`config.mk`:
```
export PLATFORM = sky130hd
export DESIGN_NAME = kp_voice_alloc_flat
export DESIGN_NICKNAME = d
export VERILOG_FILES = /design/src/rtl/kp_voice_alloc_if.sv /design/src/rtl/kp_voice_alloc.sv /design/src/flat_wrapper.sv
export SDC_FILE = /design/constraint.sdc
export NUM_CORES = 1
export LEC_CHECK = 0
export CAP_MARGIN = 20
export CORE_UTILIZATION = 49
export DETAILED_ROUTE_END_ITERATION = 8
export PLACE_DENSITY = 0.83
export SETUP_SLACK_MARGIN = 0.3
export SKIP_LAST_GASP = 1
export SLEW_MARGIN = 40
export SYNTH_ARGS = -nofsm -noshare
export SYNTH_HDL_FRONTEND = slang
export SYNTH_SLANG_ARGS = --single-unit
```
`constraint.sdc`:
```
create_clock -name audio_clk -period 5.7 [get_ports audio_clk]
set_input_delay 0.855 -clock audio_clk [delete_from_list [all_inputs] [get_ports audio_clk]]
set_output_delay 0.855 -clock audio_clk [all_outputs]
set_load 0.01 [all_outputs]
```
`src/rtl/kp_voice_alloc_if.sv`:
```
// Note-on / note-off request bundle between a note source and the voice allocator.
interface kp_voice_alloc_if;
   logic        note_valid;
   logic        note_ready;
   logic [6:0]  note_num;
   logic [6:0]  note_vel;
   logic [11:0] note_delay;
   logic        off_valid;
   logic [6:0]  off_num;

   modport master (output note_valid, note_num, note_vel, note_delay, off_valid, off_num,
                   input  note_ready);
   modport slave  (input  note_valid, note_num, note_vel, note_delay, off_valid, off_num,
                   output note_ready);
endinterface

```
`src/rtl/kp_voice_alloc.sv`:
```
// Allocates note-on requests to NV Karplus-Strong voices (retrigger, free, steal-oldest)
// and emits a per-voice trigger pulse with the voice's delay/velocity held stable.
//
// state | meaning
// IDLE  | note_ready high, waiting for a note-on handshake
// ALLOC | pick target voice from latched note
// LOAD  | write delay/vel/note into target voice, mark busy
// TRIG  | one settle cycle, then voice_trig high for TRIG_LEN cycles
module kp_voice_alloc #(
   parameter int NV       = 4,
   parameter int TRIG_LEN = 8,
   parameter int HOLD     = 4095
) (
   input  logic              audio_clk,
   input  logic              reset_n,
   kp_voice_alloc_if.slave   req_if,
   output logic [NV-1:0]     voice_trig,
   output logic [12*NV-1:0]  voice_delay,
   output logic [7*NV-1:0]   voice_vel,
   output logic [NV-1:0]     voice_busy
);
   localparam int IW = $clog2(NV);
   localparam int CW = $clog2(TRIG_LEN + 1);
   localparam logic [11:0]   HOLD_C = 12'(HOLD);
   localparam logic [CW-1:0] TRIG_C = CW'(TRIG_LEN);

   typedef enum logic [1:0] {IDLE, ALLOC, LOAD, TRIG} state_t;

   state_t        state_q, state_d;
   logic [CW-1:0] cnt_q, cnt_d;
   logic [IW-1:0] sel_q, sel_d;
   logic [6:0]    lat_num_q, lat_num_d;
   logic [6:0]    lat_vel_q, lat_vel_d;
   logic [11:0]   lat_delay_q, lat_delay_d;
   logic [11:0]   delay_q [NV];
   logic [11:0]   delay_d [NV];
   logic [6:0]    vel_q   [NV];
   logic [6:0]    vel_d   [NV];
   logic [6:0]    note_q  [NV];
   logic [6:0]    note_d  [NV];
   logic [11:0]   age_q   [NV];
   logic [11:0]   age_d   [NV];
   logic [NV-1:0] busy_q, busy_d;
   logic [NV-1:0] load_v;
   logic          hs;
   logic          hit, free;
   logic [IW-1:0] hit_idx, free_idx, old_idx;
   logic [11:0]   best_age;

   assign hs = req_if.note_valid && (state_q == IDLE);

   always_ff @(posedge audio_clk or negedge reset_n) begin
      if (!reset_n) state_q <= IDLE;
      else          state_q <= state_d;
   end

   always_comb begin
      state_d = state_q;
      case (state_q)
         IDLE:    if (hs) state_d = ALLOC;
         ALLOC:   state_d = LOAD;
         LOAD:    state_d = TRIG;
         TRIG:    if (cnt_q == '0) state_d = IDLE;
         default: state_d = IDLE;
      endcase
   end

   // The first TRIG cycle (cnt at TRIG_C) is quiet so the new delay settles before the edge.
   always_comb begin
      req_if.note_ready = (state_q == IDLE);
      voice_trig        = '0;
      if (state_q == TRIG && cnt_q != TRIG_C) voice_trig[sel_q] = 1'b1;
   end

   always_comb begin
      hit      = 1'b0;
      free     = 1'b0;
      hit_idx  = '0;
      free_idx = '0;
      old_idx  = '0;
      best_age = age_q[0];
      for (int i = 0; i < NV; i++) begin
         if (!hit && busy_q[i] && note_q[i] == lat_num_q) begin
            hit     = 1'b1;
            hit_idx = IW'(i);
         end
         if (!free && !busy_q[i]) begin
            free     = 1'b1;
            free_idx = IW'(i);
         end
         if (age_q[i] > best_age) begin
            best_age = age_q[i];
            old_idx  = IW'(i);
         end
      end
   end

   always_comb begin
      lat_num_d   = lat_num_q;
      lat_vel_d   = lat_vel_q;
      lat_delay_d = lat_delay_q;
      if (hs) begin
         lat_num_d   = req_if.note_num;
         lat_vel_d   = req_if.note_vel;
         lat_delay_d = req_if.note_delay;
      end
      sel_d = sel_q;
      if (state_q == ALLOC) sel_d = hit ? hit_idx : (free ? free_idx : old_idx);
      cnt_d = cnt_q;
      if (state_q == LOAD)                    cnt_d = TRIG_C;
      else if (state_q == TRIG && cnt_q != '0) cnt_d = cnt_q - 1'b1;
   end

   // LOAD has the final word over expiry and note-off on the same voice.
   always_comb begin
      busy_d = busy_q;
      load_v = '0;
      for (int i = 0; i < NV; i++) begin
         delay_d[i] = delay_q[i];
         vel_d[i]   = vel_q[i];
         note_d[i]  = note_q[i];
         age_d[i]   = age_q[i];
         load_v[i]  = (state_q == LOAD) && (sel_q == IW'(i));
         if (busy_q[i] && age_q[i] != 12'hFFF) age_d[i] = age_q[i] + 12'd1;
         if (busy_q[i] && age_q[i] == HOLD_C) busy_d[i] = 1'b0;
         if (req_if.off_valid && note_q[i] == req_if.off_num) busy_d[i] = 1'b0;
         if (load_v[i]) begin
            delay_d[i] = lat_delay_q;
            vel_d[i]   = lat_vel_q;
            note_d[i]  = lat_num_q;
            age_d[i]   = '0;
            busy_d[i]  = 1'b1;
         end
      end
   end

   always_ff @(posedge audio_clk or negedge reset_n) begin
      if (!reset_n) begin
         cnt_q       <= '0;
         sel_q       <= '0;
         lat_num_q   <= '0;
         lat_vel_q   <= '0;
         lat_delay_q <= '0;
         busy_q      <= '0;
         for (int i = 0; i < NV; i++) begin
            delay_q[i] <= '0;
            vel_q[i]   <= '0;
            note_q[i]  <= '0;
            age_q[i]   <= '0;
         end
      end else begin
         cnt_q       <= cnt_d;
         sel_q       <= sel_d;
         lat_num_q   <= lat_num_d;
         lat_vel_q   <= lat_vel_d;
         lat_delay_q <= lat_delay_d;
         busy_q      <= busy_d;
         for (int i = 0; i < NV; i++) begin
            delay_q[i] <= delay_d[i];
            vel_q[i]   <= vel_d[i];
            note_q[i]  <= note_d[i];
            age_q[i]   <= age_d[i];
         end
      end
   end

   for (genvar g = 0; g < NV; g++) begin : g_flat
      assign voice_delay[12*g +: 12] = delay_q[g];
      assign voice_vel[7*g +: 7]     = vel_q[g];
   end
   assign voice_busy = busy_q;

endmodule

```
`src/flat_wrapper.sv`:
```
// flat-port wrapper written by rule: the top's interface ports become plain ports
module kp_voice_alloc_flat 
#(
   parameter int NV       = 4,
   parameter int TRIG_LEN = 8,
   parameter int HOLD     = 4095
)
  (audio_clk, reset_n, voice_trig, voice_delay, voice_vel, voice_busy, req_if_note_valid, req_if_note_num, req_if_note_vel, req_if_note_delay, req_if_off_valid, req_if_off_num, req_if_note_ready);
  kp_voice_alloc_if req_if_i ();
  input  logic audio_clk;
  input  logic reset_n;
  output logic [NV-1:0] voice_trig;
  output logic [12*NV-1:0] voice_delay;
  output logic [7*NV-1:0] voice_vel;
  output logic [NV-1:0] voice_busy;
  input wire logic [$bits(req_if_i.note_valid)-1:0] req_if_note_valid;
  input wire logic [$bits(req_if_i.note_num)-1:0] req_if_note_num;
  input wire logic [$bits(req_if_i.note_vel)-1:0] req_if_note_vel;
  input wire logic [$bits(req_if_i.note_delay)-1:0] req_if_note_delay;
  input wire logic [$bits(req_if_i.off_valid)-1:0] req_if_off_valid;
  input wire logic [$bits(req_if_i.off_num)-1:0] req_if_off_num;
  output wire logic [$bits(req_if_i.note_ready)-1:0] req_if_note_ready;
  assign req_if_i.note_valid = req_if_note_valid;
  assign req_if_i.note_num = req_if_note_num;
  assign req_if_i.note_vel = req_if_note_vel;
  assign req_if_i.note_delay = req_if_note_delay;
  assign req_if_i.off_valid = req_if_off_valid;
  assign req_if_i.off_num = req_if_off_num;
  assign req_if_note_ready = req_if_i.note_ready;
  kp_voice_alloc #(.NV(NV), .TRIG_LEN(TRIG_LEN), .HOLD(HOLD)) u_core (.audio_clk(audio_clk), .reset_n(reset_n), .req_if(req_if_i), .voice_trig(voice_trig), .voice_delay(voice_delay), .voice_vel(voice_vel), .voice_busy(voice_busy));
endmodule
```
==> impl_metrics.xml, run 1 <==
<?xml version="1.0" encoding="UTF-8"?>
<metrics>
  <group name="status">
    <metric name="outcome" unit="">completed</metric>
  </group>
  <group name="clock_tree">
    <metric name="worst_setup_hold_path_clk_slew" unit="ps">80</metric>
    <metric name="cts_num_sinks" unit="">190</metric>
    <metric name="clock-root-buffer" unit="">clkbuf_16</metric>
    <metric name="cts.repair_timing.setup_buffer_count" unit="">0</metric>
    <metric name="worst_skew_late_latency" unit="ps">450</metric>
    <metric name="clock_path_buffers" unit="">2</metric>
    <metric name="total_cts_buffers" unit="">17</metric>
    <metric name="clock_tree.htree_level_count" unit="">4</metric>
    <metric name="clock_tree_from_tritoncts" unit="">built</metric>
    <metric name="post_cts.resized_instances" unit="">0</metric>
    <metric name="cts.hold.buffers_added" unit="">0</metric>
  </group>
  <group name="timing">
    <metric name="hold_violations" unit="">0</metric>
    <metric name="worst-slew-pin-transition" unit="ps">836</metric>
    <metric name="rsz0062_at_grt" unit="">false</metric>
    <metric name="timing_max_transition_violations_final" unit="">0</metric>
    <metric name="setup_viol" unit="">0</metric>
    <metric name="finalCritPeriodShare" unit="">0.887</metric>
    <metric name="totalNegativeSetupSlack" unit="ps">0</metric>
    <metric name="slew-limit-headroom" unit="">0.441</metric>
    <metric name="layout_min_cycle_time" unit="ps">5060</metric>
    <metric name="fin_worst_skew" unit="ps">21.0</metric>
    <metric name="maxClockFrequency" unit="GHz">0.198</metric>
    <metric name="setup_slack" unit="ps">642</metric>
  </group>
  <group name="placed_design">
    <metric name="dpl_ws" unit="ps">706</metric>
    <metric name="place_area" unit="sq um">11200</metric>
    <metric name="dp_hpwl" unit="microns">16400</metric>
    <metric name="gp_congestion" unit="">0.908</metric>
    <metric name="io_buffer_count" unit="">121</metric>
  </group>
  <group name="grt">
    <metric name="grt_max_degree" unit="">112</metric>
    <metric name="via_count_of_the_first_global_routing_pass" unit="">7563</metric>
    <metric name="grt.total_usage" unit="">0.248</metric>
    <metric name="grt_pass1_wl" unit="microns">39000</metric>
    <metric name="antenna_found_initial" unit="">0</metric>
    <metric name="globalRoute.totalOverflow" unit="">0</metric>
  </group>
  <group name="synth">
    <metric name="ys_seq_area_frac" unit="">0.487</metric>
    <metric name="netlist.area_leader.share" unit="">0.487</metric>
    <metric name="synth.ff_latch_count" unit="">190</metric>
    <metric name="number_of_flops_mapped_to_enable_cells_by_yosys" unit="">0</metric>
    <metric name="ys.flop_type" unit="">dfrtp_1</metric>
    <metric name="synth_nets" unit="">1077</metric>
    <metric name="synthTopCellsByCount" unit="">267 x nand2_1, 190 x dfrtp_1, 73 x xnor2_1</metric>
    <metric name="synthesis.instances" unit="">994</metric>
    <metric name="most_common_cell_in_the_netlist" unit="">nand2_1</metric>
    <metric name="cell_types_occupying_the_most_area_after_synthesis" unit="">dfrtp_1 49%, nand2_1 10%, xnor2_1 6.5%</metric>
    <metric name="synth_area_leader_cell" unit="">dfrtp_1</metric>
    <metric name="synth.avg_cell_area" unit="sq um">9.83</metric>
    <metric name="syn-cell-area" unit="sq um">9770</metric>
    <metric name="synth_async_sr_flop_share" unit="">1.00</metric>
    <metric name="number_of_distinct_library_cells_after_synthesis" unit="">52</metric>
    <metric name="synthesis.yosys.warnings" unit="">0</metric>
  </group>
  <group name="worst_setup_path">
    <metric name="critical_path_sink_type" unit="">flip-flop</metric>
    <metric name="setup_cp_type" unit="">flip-flop to flip-flop</metric>
    <metric name="required" unit="ps">6070</metric>
    <metric name="critPathLaunchType" unit="">flip-flop</metric>
    <metric name="setup_slack_of_the_most_critical_reg_to_reg_path" unit="ps">640</metric>
    <metric name="crit_arrival" unit="ps">5430</metric>
    <metric name="timing.reg2reg.worst_path_depth" unit="">19</metric>
    <metric name="worst_path_most_repeated_cell" unit="">ha_1</metric>
    <metric name="slowest_delay" unit="ps">490</metric>
    <metric name="timing.critical_path.slowest_stage_cell" unit="">a21oi_4</metric>
    <metric name="crit_path_cells" unit="">inv_1, ha_1, nand4_1, a211o_1, a21oi_4, mux2i_1, ha_1, a21oi_1, nand2_1, a21o_1, o31ai_2, buf_4, mux2_2, ha_1, nand4_1, a211o_1, a31oi_1, a211oi_1, nor2_1</metric>
    <metric name="crit_fanout" unit="">13</metric>
  </group>
  <group name="route">
    <metric name="routed_wire_length_per_instance" unit="microns">17.3</metric>
    <metric name="top_signal_layer_used" unit="">met4</metric>
    <metric name="remaining_drc_errors" unit="">0</metric>
    <metric name="ant_nets" unit="">0</metric>
    <metric name="detail_route.first_pass.iterations" unit="">5</metric>
    <metric name="routed-via-count" unit="">7453</metric>
    <metric name="drt_wl_total" unit="microns">23800</metric>
    <metric name="detailedRoute.firstIterationViolations" unit="">472</metric>
    <metric name="wl_met2" unit="microns">11500</metric>
    <metric name="met1Wirelength" unit="microns">10200</metric>
    <metric name="wl_met3" unit="microns">1790</metric>
    <metric name="avgViaCountPerCell" unit="">5.40</metric>
  </group>
  <group name="die">
    <metric name="core_area" unit="sq um">19500</metric>
    <metric name="fp.dieArea" unit="sq um">20500</metric>
    <metric name="top_ports" unit="">122</metric>
    <metric name="die_x" unit="microns">143</metric>
    <metric name="initial_utilization" unit="">0.500</metric>
    <metric name="fp-row-count" unit="">51</metric>
    <metric name="chipHeight" unit="microns">143</metric>
  </group>
  <group name="finish">
    <metric name="finalInstanceArea" unit="sq um">11900</metric>
    <metric name="multi_input_area" unit="sq um">4680</metric>
    <metric name="areaGrowthSynthToFinish" unit="%">21.8</metric>
    <metric name="n_antenna_cell" unit="">0</metric>
    <metric name="regArea" unit="sq um">4750</metric>
    <metric name="drive_gt1_frac" unit="">0.0880</metric>
    <metric name="final_nets" unit="">1184</metric>
    <metric name="fillerInstances" unit="">1626</metric>
  </group>
  <group name="flow_run">
    <metric name="drv_cap" unit="">0</metric>
  </group>
  <group name="power">
    <metric name="powerDensity" unit="nW/um^2">588</metric>
    <metric name="power.ir.vdd_worst" unit="uV">346</metric>
    <metric name="p_leak" unit="uW">0.00552</metric>
  </group>
  <group name="worst_hold_path">
    <metric name="timing.hold.worst.class" unit="">primary input to asynchronous set/reset pin</metric>
  </group>
</metrics>
[critical path, delay by kind of cell (launching register included)]
family | cells | cell delay, ps
AO/OA/AOI/OAI | 8 | 2030
adder cells (fa/ha/maj) | 3 | 960
AND/OR/NAND/NOR | 4 | 520
multiplexers | 2 | 740
buffers and inverters | 2 | 340
flip-flops | 1 | 410
[per-stage QoR]
| stage | util | hold slack [ps] | power, uW | cells |
|---|---|---|---|---|
| 3_5_place_dp | 0.575 | 462 | 5670 | 1347 |
| 6_report | 0.609 | 368 | 6990 | 1379 |
| 4_1_cts | 0.609 | 411 | 7020 | 1379 |
| 2_1_floorplan | - | 487 | 4490 | 994 |
| 3_3_place_gp | 0.575 | 457 | 5550 | 1347 |
| 5_1_grt | 0.609 | 412 | 7470 | 1379 |
[where the power goes]
group          total [uW]  internal [uW]  leakage (uW)  switching [uW]
combinational        3180           1610       0.00282            1570
clock                1290            627      0.000314             662
sequential           2530           1900       0.00238             630
total                6990           4130       0.00552            2860
[path summary, 6_finish.rpt]
kind | startpoint | end
worst max-delay path | u_core.age_q[46] | u_core.sel_q[0]
worst min-delay path | reset_n | u_core.age_q[26]
worst max register to register | u_core.age_q[46] | u_core.sel_q[0]
worst min register to register | u_core.voice_delay[47] | u_core.voice_delay[47]
max in group asynchronous | reset_n | u_core.lat_vel_q[2]
min in group audio_clk | u_core.voice_delay[47] | u_core.voice_delay[47]
[state kept, by name (all words and copies together), names as in the netlist]
| register | flops |
|---|---|
| u_core.age_q | 48 |
| u_core.cnt_q | 4 |
| u_core.lat_delay_q | 12 |
| u_core.lat_num_q | 7 |
| u_core.lat_vel_q | 7 |
| u_core.note_q | 28 |
| u_core.sel_q | 2 |
| u_core.state_q | 2 |
| u_core.voice_busy | 4 |
| u_core.voice_delay | 48 |
| u_core.voice_vel | 28 |
[final cells by class]
type | count | area share
repair buffers | 133 | 0.111
clock buffers | 17 | 0.0358
multi-input cells | 717 | 0.393
flip-flops and latches | 190 | 0.400
well taps | 265 | 0.0279
clock inverters | 15 | 0.0194
inverters | 42 | 0.0133
[metal layers]
metal / up-vias / global-route usage
met2: 214 / 0.412
li1: 3513 / -
met3: 35 / 0.0758
met4: 0 / 0.0775
met5: - / 0
met1: 3691 / 0.307
[placed cells by master (no fill, tap or decap), types with 27 or more instances in the layout]
cell             instances
nand2_1                267
xnor2_1                 73
nand4_1                 30
mux2_2                  38
mux2_1                  27
nor2_1                  66
ha_1                    46
dfrtp_1                190
clkdlybuf4s50_1        120
inv_1                   38
[logic make-up (layout without fill, tap and decap cells)]
logic type | after synthesis | count (layout) | synth area share
DFF | 190 | 190 | 0.487
adders and majority gates | 46 | 46 | 0.0589
muxes | 81 | 81 | 0.0913
AOI/OAI and AO/OA | 61 | 61 | 0.0502
and+or+nand+nor | 433 | 433 | 0.192
xor gates and xnor gates | 96 | 96 | 0.0861
buffers and inverters | 87 | 207 | 0.0348
No activity file was read; power rests on OpenSTA's default activity.
==> run 2, diff against run 1 <==
--- a/config.mk
+++ b/config.mk
@@ -15,3 +15,4 @@
 export SYNTH_ARGS = -nofsm -noshare
 export SYNTH_HDL_FRONTEND = slang
 export SYNTH_SLANG_ARGS = --single-unit
+export TNS_END_PERCENT = 5
==> results of run 2 <==
The final DEF is identical to that of run 1; final timing and power are the same.
